### config.mk
export PLATFORM = sky130hd
export DESIGN_NAME = a5_burst_controller
export DESIGN_NICKNAME = d
export VERILOG_FILES = /design/src/rtl/a5_burst_controller.sv
export SDC_FILE = /design/constraint.sdc
export NUM_CORES = 1
export LEC_CHECK = 0
export CAP_MARGIN = 20
export CORE_ASPECT_RATIO = 0.9
export CORE_MARGIN = 8
export CORE_UTILIZATION = 50
export CTS_CLUSTER_SIZE = 12
export DETAILED_ROUTE_END_ITERATION = 16
export GPL_ROUTABILITY_DRIVEN = 0
export PLACE_DENSITY = 0.95
export SLEW_MARGIN = 20
export SYNTH_ARGS = -nofsm -noshare
export SYNTH_HDL_FRONTEND = slang
export SYNTH_SLANG_ARGS = --single-unit
### constraint.sdc
create_clock -name clock_i -period 4.15 [get_ports clock_i]
set_input_delay 0.415 -clock clock_i [delete_from_list [all_inputs] [get_ports clock_i]]
set_output_delay 0.415 -clock clock_i [all_outputs]
set_load 0.05 [all_outputs]
### src/rtl/a5_burst_controller.sv
// Burst sequencer around the A5 keystream stage: loads {frame, key}, runs warm-up,
// streams a 114-bit chunk through the cipher MSB-first and collects the ciphertext.
//   state  | meaning
//   IDLE   | waiting for a chunk, frame counter loadable
//   LOAD   | cipher_reset strobe, seq presented to the cipher
//   WARMUP | discarded mixing clocks
//   STREAM | plaintext out, ciphertext in
//   DRAIN  | capture last ciphertext bit
//   DONE   | result held until consumer accepts
module a5_burst_controller #(
    parameter int FRAMENUMLEN = 22,
    parameter int KEYLEN      = 64,
    parameter int CHUNKLEN    = 114,
    parameter int WARMUP      = 100,
    parameter int CNTLEN      = 8
) (
    input  logic                          clock_i,
    input  logic                          reset_i,
    input  logic [KEYLEN-1:0]             key_i,
    input  logic                          frame_load_i,
    input  logic [FRAMENUMLEN-1:0]        frame_init_i,
    input  logic [CHUNKLEN-1:0]           chunk_in_i,
    input  logic                          chunk_valid_i,
    output logic                          chunk_ready_o,
    output logic [FRAMENUMLEN+KEYLEN-1:0] seq_o,
    output logic                          cipher_reset_o,
    output logic                          cipher_control_o,
    output logic                          cipher_in_o,
    input  logic                          cipher_out_i,
    output logic [CHUNKLEN-1:0]           result_o,
    output logic                          result_valid_o,
    input  logic                          result_ready_i,
    output logic [FRAMENUMLEN-1:0]        frame_num_o
);

    localparam logic [2:0] S_IDLE   = 3'd0;
    localparam logic [2:0] S_LOAD   = 3'd1;
    localparam logic [2:0] S_WARMUP = 3'd2;
    localparam logic [2:0] S_STREAM = 3'd3;
    localparam logic [2:0] S_DRAIN  = 3'd4;
    localparam logic [2:0] S_DONE   = 3'd5;

    localparam logic [CNTLEN-1:0] WARM_LAST   = CNTLEN'(WARMUP - 1);
    localparam logic [CNTLEN-1:0] STREAM_LAST = CNTLEN'(CHUNKLEN - 1);

    logic [2:0]             state_q, state_d;
    logic [CNTLEN-1:0]      cnt_q, cnt_d;
    logic [FRAMENUMLEN-1:0] frame_q, frame_d;
    logic [KEYLEN-1:0]      key_q, key_d;
    logic [CHUNKLEN-1:0]    shift_q, shift_d;
    logic [CHUNKLEN-1:0]    result_q, result_d;
    logic                   chunk_ready_q, chunk_ready_d;
    logic                   result_valid_q, result_valid_d;
    logic                   cipher_reset_q, cipher_reset_d;
    logic                   cipher_control_q, cipher_control_d;
    logic                   cipher_in_q, cipher_in_d;

    // Registered outputs are computed from the next state, so each phase's
    // drive values are already in place on the first cycle of that phase.
    always_comb begin
        state_d          = state_q;
        cnt_d            = cnt_q;
        frame_d          = frame_q;
        key_d            = key_q;
        shift_d          = shift_q;
        result_d         = result_q;
        chunk_ready_d    = 1'b0;
        result_valid_d   = 1'b0;
        cipher_reset_d   = 1'b0;
        cipher_control_d = 1'b0;
        cipher_in_d      = 1'b0;

        case (state_q)
            S_IDLE: begin
                chunk_ready_d = 1'b1;
                if (frame_load_i) begin
                    frame_d = frame_init_i;
                end
                if (chunk_valid_i && chunk_ready_q) begin
                    shift_d        = chunk_in_i;
                    key_d          = key_i;
                    chunk_ready_d  = 1'b0;
                    cipher_reset_d = 1'b1;
                    state_d        = S_LOAD;
                end
            end
            S_LOAD: begin
                cnt_d   = '0;
                state_d = S_WARMUP;
            end
            S_WARMUP: begin
                if (cnt_q == WARM_LAST) begin
                    cnt_d            = '0;
                    cipher_control_d = 1'b1;
                    cipher_in_d      = shift_q[CHUNKLEN-1];
                    shift_d          = {shift_q[CHUNKLEN-2:0], 1'b0};
                    state_d          = S_STREAM;
                end else begin
                    cnt_d = cnt_q + CNTLEN'(1);
                end
            end
            S_STREAM: begin
                // The first capture here is the pipeline-fill bit; it falls
                // off the top after the full 115 shifts.
                result_d         = {result_q[CHUNKLEN-2:0], cipher_out_i};
                cipher_control_d = 1'b1;
                if (cnt_q == STREAM_LAST) begin
                    state_d = S_DRAIN;
                end else begin
                    cnt_d       = cnt_q + CNTLEN'(1);
                    cipher_in_d = shift_q[CHUNKLEN-1];
                    shift_d     = {shift_q[CHUNKLEN-2:0], 1'b0};
                end
            end
            S_DRAIN: begin
                result_d       = {result_q[CHUNKLEN-2:0], cipher_out_i};
                result_valid_d = 1'b1;
                state_d        = S_DONE;
            end
            S_DONE: begin
                if (result_ready_i) begin
                    frame_d       = frame_q + FRAMENUMLEN'(1);
                    chunk_ready_d = 1'b1;
                    state_d       = S_IDLE;
                end else begin
                    result_valid_d = 1'b1;
                end
            end
            default: begin
                state_d = S_IDLE;
            end
        endcase
    end

    always_ff @(posedge clock_i) begin
        if (!reset_i) begin
            state_q          <= S_IDLE;
            cnt_q            <= '0;
            frame_q          <= '0;
            key_q            <= '0;
            shift_q          <= '0;
            result_q         <= '0;
            chunk_ready_q    <= 1'b0;
            result_valid_q   <= 1'b0;
            cipher_reset_q   <= 1'b1;
            cipher_control_q <= 1'b0;
            cipher_in_q      <= 1'b0;
        end else begin
            state_q          <= state_d;
            cnt_q            <= cnt_d;
            frame_q          <= frame_d;
            key_q            <= key_d;
            shift_q          <= shift_d;
            result_q         <= result_d;
            chunk_ready_q    <= chunk_ready_d;
            result_valid_q   <= result_valid_d;
            cipher_reset_q   <= cipher_reset_d;
            cipher_control_q <= cipher_control_d;
            cipher_in_q      <= cipher_in_d;
        end
    end

    assign chunk_ready_o    = chunk_ready_q;
    assign seq_o            = {frame_q, key_q};
    assign cipher_reset_o   = cipher_reset_q;
    assign cipher_control_o = cipher_control_q;
    assign cipher_in_o      = cipher_in_q;
    assign result_o         = result_q;
    assign result_valid_o   = result_valid_q;
    assign frame_num_o      = frame_q;

endmodule

Word-level counts from Yosys, hierarchy flattened
Cells that the tools add are included.
Operators by class
  add/subtract/negate cells: 2
  equal/unequal tests: 13
  multiplexer cells: 27
  reductions and logical operators: 11
Operators by type and width (count)
  $mux W114: 3
  $pmux W114 S3: 1
  $mux W22: 2
  $pmux W22 S2: 1
  $pmux W8 S3: 1
  $add A22 B1 Y22 const B: 1
  $pmux W3 S6: 1
  $eq A8 B7 Y1 const B: 2
  $mux W8: 2
  $mux W3: 4
  $ne A2 B2 Y1 const B: 6
  $add A8 B1 Y8 const B: 1
  $mux W1: 8
  $pmux W1 S2: 4
  $reduce_and A4 Y1: 2
  $eq A3 B2 Y1 const B: 2
  $eq A3 B3 Y1 const B: 2
  $reduce_bool A3 Y1: 2
  $reduce_and A2 Y1: 2
  $eq A3 B1 Y1 const B: 1
  $logic_not A3 Y1: 1
  $reduce_and A3 Y1: 1
  $reduce_bool A2 Y1: 1
  $reduce_or A2 Y1: 1
  $logic_and A1 B1 Y1: 1
Storage, ports and cells
  bits in registers: 330
  input bits: 206
  output and inout bits: 227
  word-level logic and storage cells: 64

Logic depth before layout (Yosys ltp)
Gate-level depths: netlist of run 1.
  depth after elaboration: 3
  depth in mapped cells: 9
  gate-level depth less buffers: 6

Worst setup path before layout of run 1
Ideal clock, no wire load.
  kind: register to register
  from: reg frame_q[0], in the netlist frame_num_o[0]
  to: reg frame_q[18], in the netlist frame_num_o[18]
  setup time: 0.079 ns
  arrival time: 2.335 ns
  data required time: 4.071 ns
  slack: 1.737 ns
  cell stages (with the launch flop): 6
  buffers on the path: 0
  period minus slack after synthesis: 2.413 ns
  cells stage by stage: dfxtp_1 > ha_1 > nand3_4 > or4_4 > or4_1 > o211ai_1
Between the ends
  cells in the longest elaborated chain, start to end: 3
RTL lines
  start, declared: line 48  | logic [FRAMENUMLEN-1:0] frame_q, frame_d;
  start signal, assigned: line 151  | frame_q <= frame_d;
  $add A22 B1 Y22: line 122  | frame_d = frame_q + FRAMENUMLEN'(1);
  $mux W22: line 121  | if (result_ready_i) begin
  $pmux W22 S2: line 73  | case (state_q)
Every way passes these cells. The select of a mux whose other input is x is not followed.
A chain may end at the register's enable or synchronous reset.

Final worst setup path of run 1
  from: reg state_q[2]
  to: reg frame_q[16], in the netlist frame_num_o[16]
Between the ends
  cells in the longest elaborated chain, start to end: 3
  elaborated cells between the ends (all ways): 7
  classes of those cells: 3 x eq/ne; 1 x mux; 3 x reduce/logical
RTL lines
  start, declared: line 46  | logic [2:0] state_q, state_d;
  start signal, assigned: line 149  | state_q <= state_d;
  $eq A3 B3 Y1 / $logic_not A3 Y1 (equally long branches): line 73
  $ne A2 B2 Y1 (no line) / $reduce_bool A2 Y1 (equally long branches)
  $reduce_and A3 Y1 (no line)
Several ways; a longest one is shown, not always the timed one.

==> results of run 1 <==
-- stage by stage --
stage	setup slack [ps]	cell area [um2]	hold slack, ps	cells	utilization [%]
6_report	1410	19500	454	2535	69.7
3_5_place_dp	1310	18400	448	2477	65.7
2_1_floorplan	1740	14200	434	1837	-
3_3_place_gp	1360	18400	441	2477	65.7
4_1_cts	1510	19500	440	2534	69.6
5_1_grt	1270	19500	450	2535	69.7
-- registers in the layout, indices dropped and copies added (netlist names) --
| signal | cells |
|---|---|
| cipher_control_o | 1 |
| state_q | 3 |
| cipher_in_o | 1 |
| result_valid_o | 1 |
| chunk_ready_o | 1 |
| cipher_reset_o | 1 |
| result_o | 114 |
| frame_num_o | 22 |
| shift_q | 114 |
| key_q | 64 |
| cnt_q | 8 |
-- placed cells by master (no fill, tap or decap), types with 7 or more instances in the layout --
cell / netlist / final
sky130_fd_sc_hd__clkdlybuf4s50_1: 0 / 431
sky130_fd_sc_hd__dfxtp_1: 330 / 330
sky130_fd_sc_hd__mux2i_1: 116 / 116
sky130_fd_sc_hd__nor2_1: 252 / 251
sky130_fd_sc_hd__o21ai_0: 17 / 17
sky130_fd_sc_hd__and2_1: 8 / 8
sky130_fd_sc_hd__nand3_1: 8 / 8
sky130_fd_sc_hd__clkbuf_1: 94 / 7
sky130_fd_sc_hd__buf_4: 28 / 9
sky130_fd_sc_hd__and3_1: 7 / 7
sky130_fd_sc_hd__or3_1: 118 / 118
sky130_fd_sc_hd__clkbuf_16: 0 / 37
sky130_fd_sc_hd__nand2_1: 499 / 499
sky130_fd_sc_hd__nor3_1: 7 / 7
sky130_fd_sc_hd__nor4_1: 7 / 7
sky130_fd_sc_hd__nand4_1: 13 / 13
sky130_fd_sc_hd__a21oi_1: 189 / 189
-- worst max path at each step --
stage               slack (ps)  cells past startpoint               to            from
finish                    1410                      4  frame_num_o[16]      state_q[2]
global route              1270                      4   frame_num_o[9]      state_q[2]
CTS                       1510                      4      shift_q[98]      state_q[1]
detailed placement        1310                      5  frame_num_o[16]    frame_load_i
global placement          1360                      5   frame_num_o[9]    frame_load_i
floorplan                 1740                      5  frame_num_o[18]  frame_num_o[0]
-- Yosys cell counts (2+ instances only) --
cell | count | area (um2)
sky130_fd_sc_hd__o21ai_0 | 17 | 85.1
sky130_fd_sc_hd__mux2i_1 | 116 | 1160
sky130_fd_sc_hd__and2_1 | 8 | 50.1
sky130_fd_sc_hd__a211oi_1 | 5 | 37.5
sky130_fd_sc_hd__buf_1 | 7 | 26.3
sky130_fd_sc_hd__and3_1 | 7 | 43.8
sky130_fd_sc_hd__o211a_1 | 2 | 20.0
sky130_fd_sc_hd__o221ai_1 | 2 | 17.5
sky130_fd_sc_hd__inv_1 | 7 | 26.3
sky130_fd_sc_hd__nor4_1 | 7 | 43.8
sky130_fd_sc_hd__a22o_1 | 2 | 17.5
sky130_fd_sc_hd__nor2_1 | 252 | 946
sky130_fd_sc_hd__nand4_1 | 13 | 81.3
sky130_fd_sc_hd__a311oi_1 | 2 | 17.5
sky130_fd_sc_hd__o21a_1 | 4 | 30.0
sky130_fd_sc_hd__a31oi_1 | 6 | 37.5
sky130_fd_sc_hd__buf_2 | 31 | 155
sky130_fd_sc_hd__or3b_1 | 3 | 26.3
sky130_fd_sc_hd__o21ai_1 | 3 | 15.0
sky130_fd_sc_hd__a32o_1 | 4 | 40.0
sky130_fd_sc_hd__a21boi_0 | 2 | 15.0
sky130_fd_sc_hd__or2_2 | 2 | 12.5
sky130_fd_sc_hd__nor3b_1 | 2 | 15.0
sky130_fd_sc_hd__nand3b_1 | 2 | 15.0
sky130_fd_sc_hd__a22oi_1 | 2 | 15.0
sky130_fd_sc_hd__or4_1 | 3 | 22.5
sky130_fd_sc_hd__buf_4 | 28 | 210
sky130_fd_sc_hd__and3b_1 | 3 | 26.3
sky130_fd_sc_hd__nand3_1 | 8 | 40.0
sky130_fd_sc_hd__clkbuf_1 | 94 | 353
sky130_fd_sc_hd__o22ai_1 | 3 | 18.8
sky130_fd_sc_hd__ha_1 | 3 | 37.5
sky130_fd_sc_hd__nor3_1 | 7 | 35.0
sky130_fd_sc_hd__nand2_1 | 499 | 1870
sky130_fd_sc_hd__dfxtp_1 | 330 | 6610
sky130_fd_sc_hd__nor2b_1 | 5 | 31.3
sky130_fd_sc_hd__xor2_1 | 5 | 43.8
sky130_fd_sc_hd__nand2b_1 | 4 | 25.0
sky130_fd_sc_hd__o31ai_1 | 3 | 22.5
sky130_fd_sc_hd__buf_6 | 2 | 22.5
sky130_fd_sc_hd__a21oi_1 | 189 | 946
sky130_fd_sc_hd__o211ai_1 | 2 | 15.0
sky130_fd_sc_hd__or3_1 | 118 | 738
sky130_fd_sc_hd__o31a_1 | 2 | 17.5
-- cell families after synthesis --
group	share of synthesized area, %
AND/OR/NAND/NOR	28.9
flip-flops	46.4
AO/OA/AOI/OAI	10.2
buffers and inverters	5.57
multiplexers	8.24
XOR/XNOR	0.369
adder cells (fa/ha/maj)	0.264
-- cell type report --
| cell class | count | area share, % |
|---|---|---|
| Timing Repair Buffer | 443 | 22.7 |
| Inverter | 7 | 0.173 |
| Clock buffer | 50 | 5.30 |
| Clock inverter | 7 | 0.384 |
| Tap cell | 360 | 2.31 |
| Sequential cell | 330 | 33.8 |
| Multi-Input combinational cell | 1338 | 35.3 |
-- worst register-to-register path, cell delays in order (launching register included) --
cell,delay [ps]
sky130_fd_sc_hd__dfxtp_1,740
sky130_fd_sc_hd__nand3_1,320
sky130_fd_sc_hd__a21oi_2,960
sky130_fd_sc_hd__o21ai_0,270
sky130_fd_sc_hd__a32o_1,330
-- layer usage --
metal / global-route usage, % / wire length (um)
met1: 29.0 / 17900
met2: 45.5 / 23700
met3: 6.78 / 3950
met4: 12.2 / 2510
met5: 0 / 0
-- where the power goes --
| part | switching [mW] | internal (mW) | total, mW |
|---|---|---|---|
| Sequential | 0.129 | 3.32 | 3.45 |
| Combinational | 0.780 | 0.551 | 1.33 |
| Clock | 1.25 | 1.80 | 3.05 |
==> results list, run 1 <==
* Outcome: complete, no violations
- In the global route stage, overall resource usage came out at 25.8%.
- DRC errors left: 0
* Sum of buffers and inverters on the critical path: 0
- VDD sags by at most 0.000451 V.
- The worst register-to-register path has a depth of 4.
- Before antenna repair, the detailed router went through 5 iterations.
- Sort of element at the start of the critical path: flop
- Fillcell total: 1946
- After synthesis, flip-flops and latches occupy 46.4% of the total area.
* Post-synth design cell area: 14200 um2
- Maximum clock rate: 365 MHz
- Nature of the critical path endpoint: flop
- Maximum fanout along the worst path: 24
* Crit-path slowest cell: sky130_fd_sc_hd__a21oi_2
- Total power: 7.83 mW
- Count of endpoints failing setup in the final report: 0
- The wire-length estimate of the detail-placed layout is 32200 um.
* Number of instances in the synthesized netlist: 1837
- Clock skew: 12.8 ps
- For the pin with the worst max-slew slack, the measured transition is 1130 ps.
- In this run the most critical hold path is launched from key_q[19].
- Once detail routing completed, the nets flagged for antenna violations numbered 0.
* Slack of the worst reg-to-reg path: 1410 ps
* Vertical die dimension: 176 um
- Arrival time reported for the critical path endpoint: 3130 ps
- Number of unique standard cell types used by synthesis: 65
- TritonCTS built the clock tree.
* Core region area: 28000 um2
* Stage delay of the slowest cell on the critical path: 960 ps
- Once the floorplan was initialized, standard cells occupied 50.8% of the core.
* Share of flip-flops with an asynchronous set or reset after synthesis: 0%
* Required time worst endpoint: 4540 ps
- In this run the critical register-to-register path is captured at frame_num_o[16].
- In the final layout, flip-flops and latches occupy 6610 um2.
* Via count of the first global-routing pass: 13769
- Hold path cells: 2
- The number of endpoints with negative hold slack in the final report was 0.
* Vias per std cell: 5.63
- Count of pins on the block boundary: 433
- Remaining Overflow, GRT: 0
- Path type of the worst setup path: reg -> reg
- Summed negative setup slack over all endpoints: 0 ps
* DIE AREA: 34100 um2
- Maximum count of clock buffers along a single path: 3
- Cell Chain, Critical Path: nand3_1, a21oi_2, o21ai_0, a32o_1
* Number of synthesized register bits: 330
* Clock transition at the registers of the reported paths: 60 ps
- Post-cts hold buffer count: 0
- CTS resizes: 0
* First-pass GRT wire length: 73500 um
- Counting flops with a built-in enable in the synthesized netlist gives 0.
- Once the clock tree was built, the setup fixing pass inserted 0 buffers.
* Share of the cycle needed by the critical path after routing: 65.9%
* Post-Syn Area per Cell: 7.75 um2
* Worst min path class: reg -> reg
- Buffer type at the clock tree root: sky130_fd_sc_hd__clkbuf_16
* Die W: 194 um
- Total wire length: 48000 um
- Net count after synthesis: 2046
- Total area of multi-input combinational cells: 6890 um2
* CTS buffer count: 36
- Power density cells: 401 nW/um2
- Via count: 14276
- Unrepaired setup endpoints after global routing: no
- In the final layout, the share of cells above drive strength 1 is 3.63%.
- Leakage Power: 7.73 nW
- The smallest clock period supported by the final layout is computed as 2740 ps.
* H-tree lvl count: 2
- During placement, the flow inserted port buffers numbering 432.
- Clock latency on the worst-skew pair, taken at its later pin, is 510 ps.
- The final layout contains 2365 nets.
- Largest net degree at the start of global routing: 199
- Initial antenna violation count: 0
- The worst register-to-register path begins at state_q[2].
- The area growth from synthesis to layout is 37.2%.
* Maxcap violations: 0
- Max-slew violation total from the final report: 0
* Avg WL per Cell: 18.9 um
- Number of clock sinks: 330
- Iter 0 DRT Violations: 1135
- In this run the tightest slew margin relative to its limit is 24.8%.
* Worst Hold Endpoint: key_q[19]
* Number of warnings printed during yosys synthesis: 0
* Prevailing post-synth register cell: sky130_fd_sc_hd__dfxtp_1
* Cell class contributing the biggest share of worst-path delay: compound AO/OA/AOI/OAI gates
- Row generation in the floorplan step produced 58 rows.
* Total inserted antenna cells: 0
(Power assumes the default switching activity.)
==> inputs of run 2 (changes only) <==
CORE_UTILIZATION = 43   (was 50)
PLACE_DENSITY = 0.87   (was 0.95)
clock period = 2.4 ns   (was 4.15 ns; I/O delays follow)
==> run 2 against run 1 <==
  * Core utilization shrank 8.8 points
  * First-iteration DRC count rose by 8.0%
  * Register-to-register slack worse by 1200 ps
  * Non-clock buffer count grew 26
  * Via count decreased by 0.74%
  * Setup slack worse by 1200 ps
  * Flip-flop and latch count is the same
==> results list, run 2 (same netlist as run 1, synthesis figures left out) <==
- The cell sitting at the root of the clock tree is a sky130_fd_sc_hd__clkbuf_16.
- The width of the die is 208 um (+7.2%).
* CTS resizes: 0 (unchanged)
- The startpoint identified for the worst register-to-register timing path is state_q[0].
- Iter 0 DRT Violations: 1226 (+8.0%)
- Fraction of final layout cells with drive strength greater than 1: 4.99% (+1.4 points)
- Clock transition at the registers of the reported paths: 60 ps (about the same)
- The smallest setup slack after layout came to 167 ps (-1250 ps).
- Via count of the first global-routing pass: 13752 (-0.12%)
* Core region area: 32800 um2 (+17%)
- The path class of the tightest hold or removal check is in -> reg.
* Leakage Power: 7.93 nW (+2.6%)
- Row count: 63 (+8.6%)
* # port buffers: 432 (unchanged)
* Total inserted antenna cells: 0 (unchanged)
* Arrival time reported for the critical path endpoint: 2670 ps (-460 ps)
- The clock latency of the later-clocked register in the worst-skew pair was 520 ps (about the same).
- The final critical path time including I/O delays and setup is 2230 ps (-503 ps).
- The number of cells on the worst reg-to-reg path was 5 (+1).
* Vertical die dimension: 189 um (+7.1%)
* Count of pins on the block boundary: 433 (unchanged)
* Nature of the critical path endpoint: flop
- Unrepaired setup endpoints after global routing: no
- Max-slew violation total from the final report: 0 (unchanged)
* Maximum clock rate: 448 MHz (+23%)
- Slack of the worst reg-to-reg path: 170 ps (-1250 ps)
- The remaining global-route overflow is 0 (unchanged).
- P&R area growth vs syn: 40.4%
* Maximum count of clock buffers along a single path: 3 (unchanged)
- DP HPWL: 31900 um (-1.1%)
- The worst slew margin relative to its limit is 41.9% (+17 points).
* Largest net degree at the start of global routing: 156 (-22%)
- The initial antenna violation count came to 0 (unchanged).
- Post-CTS repair timing setup buffer count: 0 (unchanged)
* Number of nets in the final layout: 2392 (+1.1%)
- Total power: 13.8 mW (+76%)
- Commonest cells after routing, fill and taps aside: sky130_fd_sc_hd__nand2_1 (499), sky130_fd_sc_hd__clkdlybuf4s50_1 (431), sky130_fd_sc_hd__dfxtp_1 (328)
* Clock tree from TritonCTS: done
* Hold path cells: 2 (unchanged)
- First-pass GRT wire length: 72200 um (-1.8%)
* GR Util All Layers: 21.9% (-3.9 points)
- The worst hold path begins at reset_i.
* Maximum fanout along the worst path: 23 (-4.2%)
- Number of detailed-routing iterations run before antenna repair: 5 (unchanged)
* Outcome: complete, no violations
- The count of final setup violators came to 0 (unchanged).
- The required time at the worst-slack endpoint is 2840 ps (-1700 ps).
- Summed negative setup slack over all endpoints: 0 ps (unchanged)
- The setup path with the least slack is of type reg -> reg.
- For hold timing, the worst endpoint is cipher_reset_o.
* Peak supply drop: 0.000491 V (+8.7%)
* Total wire length: 45500 um (-5.1%)
* DRC errors left: 0 (unchanged)
- Via count: 14170 (-0.74%)
- H-tree lvl count: 2 (unchanged)
* Power density cells: 688 nW/um2 (+72%)
- Post-cts hold buffer count: 0 (unchanged)
- The number of endpoints with negative hold slack in the final report came to 0 (unchanged).
- DIE AREA: 39200 um2 (+15%)
- The effective utilization at floorplan is 43.4% (-7.4 points).
* Avg WL per Cell: 17.3 um (-8.4%)
* CTS buffer count: 37 (+2.8%)
- The library cell used most frequently in the layout, excluding fill and tap cells, is sky130_fd_sc_hd__nand2_1.
- The number of max-cap violations was 0 (unchanged).
* Number of antenna-violating nets in the routed design: 0 (unchanged)
* Share of the cycle needed by the critical path after routing: 93.1% (+27 points)
- The endpoint identified for the worst register-to-register timing path is result_o[67].
- Number of clock sinks: 330 (unchanged)
* Sort of element at the start of the critical path: flop
* Vias per std cell: 5.40 (-4.2%)
- The pre-CTS worst setup slack came to 217 ps (-1090 ps).
* Clock skew: 15.0 ps (+2.28 ps)
- The transition time of the tightest slew-check pin was 872 ps (-256 ps).
- Final worst hold slack: 103 ps (-351 ps)
-- run 2: power by group --
| part | switching, mW | internal [mW] | leakage [nW] |
|---|---|---|---|
| Sequential | 0.209 | 5.75 | 2.68 |
| Combinational | 1.35 | 1.02 | 4.69 |
| Clock | 2.21 | 3.21 | 0.563 |
| Total | 3.77 | 9.98 | 7.93 |
-- run 2: worst max path at each step --
stage / start / endpoint / depth (start not counted)
floorplan: frame_num_o[8] / frame_num_o[18] / 5
global placement: frame_load_i / frame_num_o[13] / 5
detailed placement: frame_load_i / frame_num_o[13] / 5
CTS: state_q[0] / result_o[67] / 5
global route: state_q[0] / result_o[67] / 5
finish: state_q[0] / result_o[67] / 5
-- run 2: area by class of cell --
cell class	count	area [um2]
inverter	7	33.8
clock buffer	51	1070
tap	422	528
fill	2638	12800
clock inverter	9	78.8
sequential	330	6610
multi-input combinational	1338	6890
timing repair buffer	469	4770
-- run 2: through the flow --
stage,area [um2],util (%),cells
floorplan,14200,-,1837
global placement,18800,57.4,2566
detailed placement,18800,57.4,2566
CTS,20000,61.0,2626
global route,20000,61.0,2626
finish,20000,61.0,2626
-- run 2: critical path, cell delays in order, from the launching register on --
cell and delay (ps):
sky130_fd_sc_hd__dfxtp_1 640, sky130_fd_sc_hd__nand2_1 190, sky130_fd_sc_hd__o21ai_4 640, sky130_fd_sc_hd__buf_4 370
sky130_fd_sc_hd__nand2_1 110, sky130_fd_sc_hd__a21oi_1 180
-- run 2: per-layer routing --
| metal | global-route usage, % | wire length [um] | vias to the layer above |
|---|---|---|---|
| met2 | 38.6 | 22900 | 588 |
| met3 | 5.63 | 3590 | 119 |
| met5 | 0 | 0 | - |
| li1 | - | - | 6748 |
| met4 | 8.21 | 1430 | 0 |
| met1 | 25.3 | 17600 | 6715 |
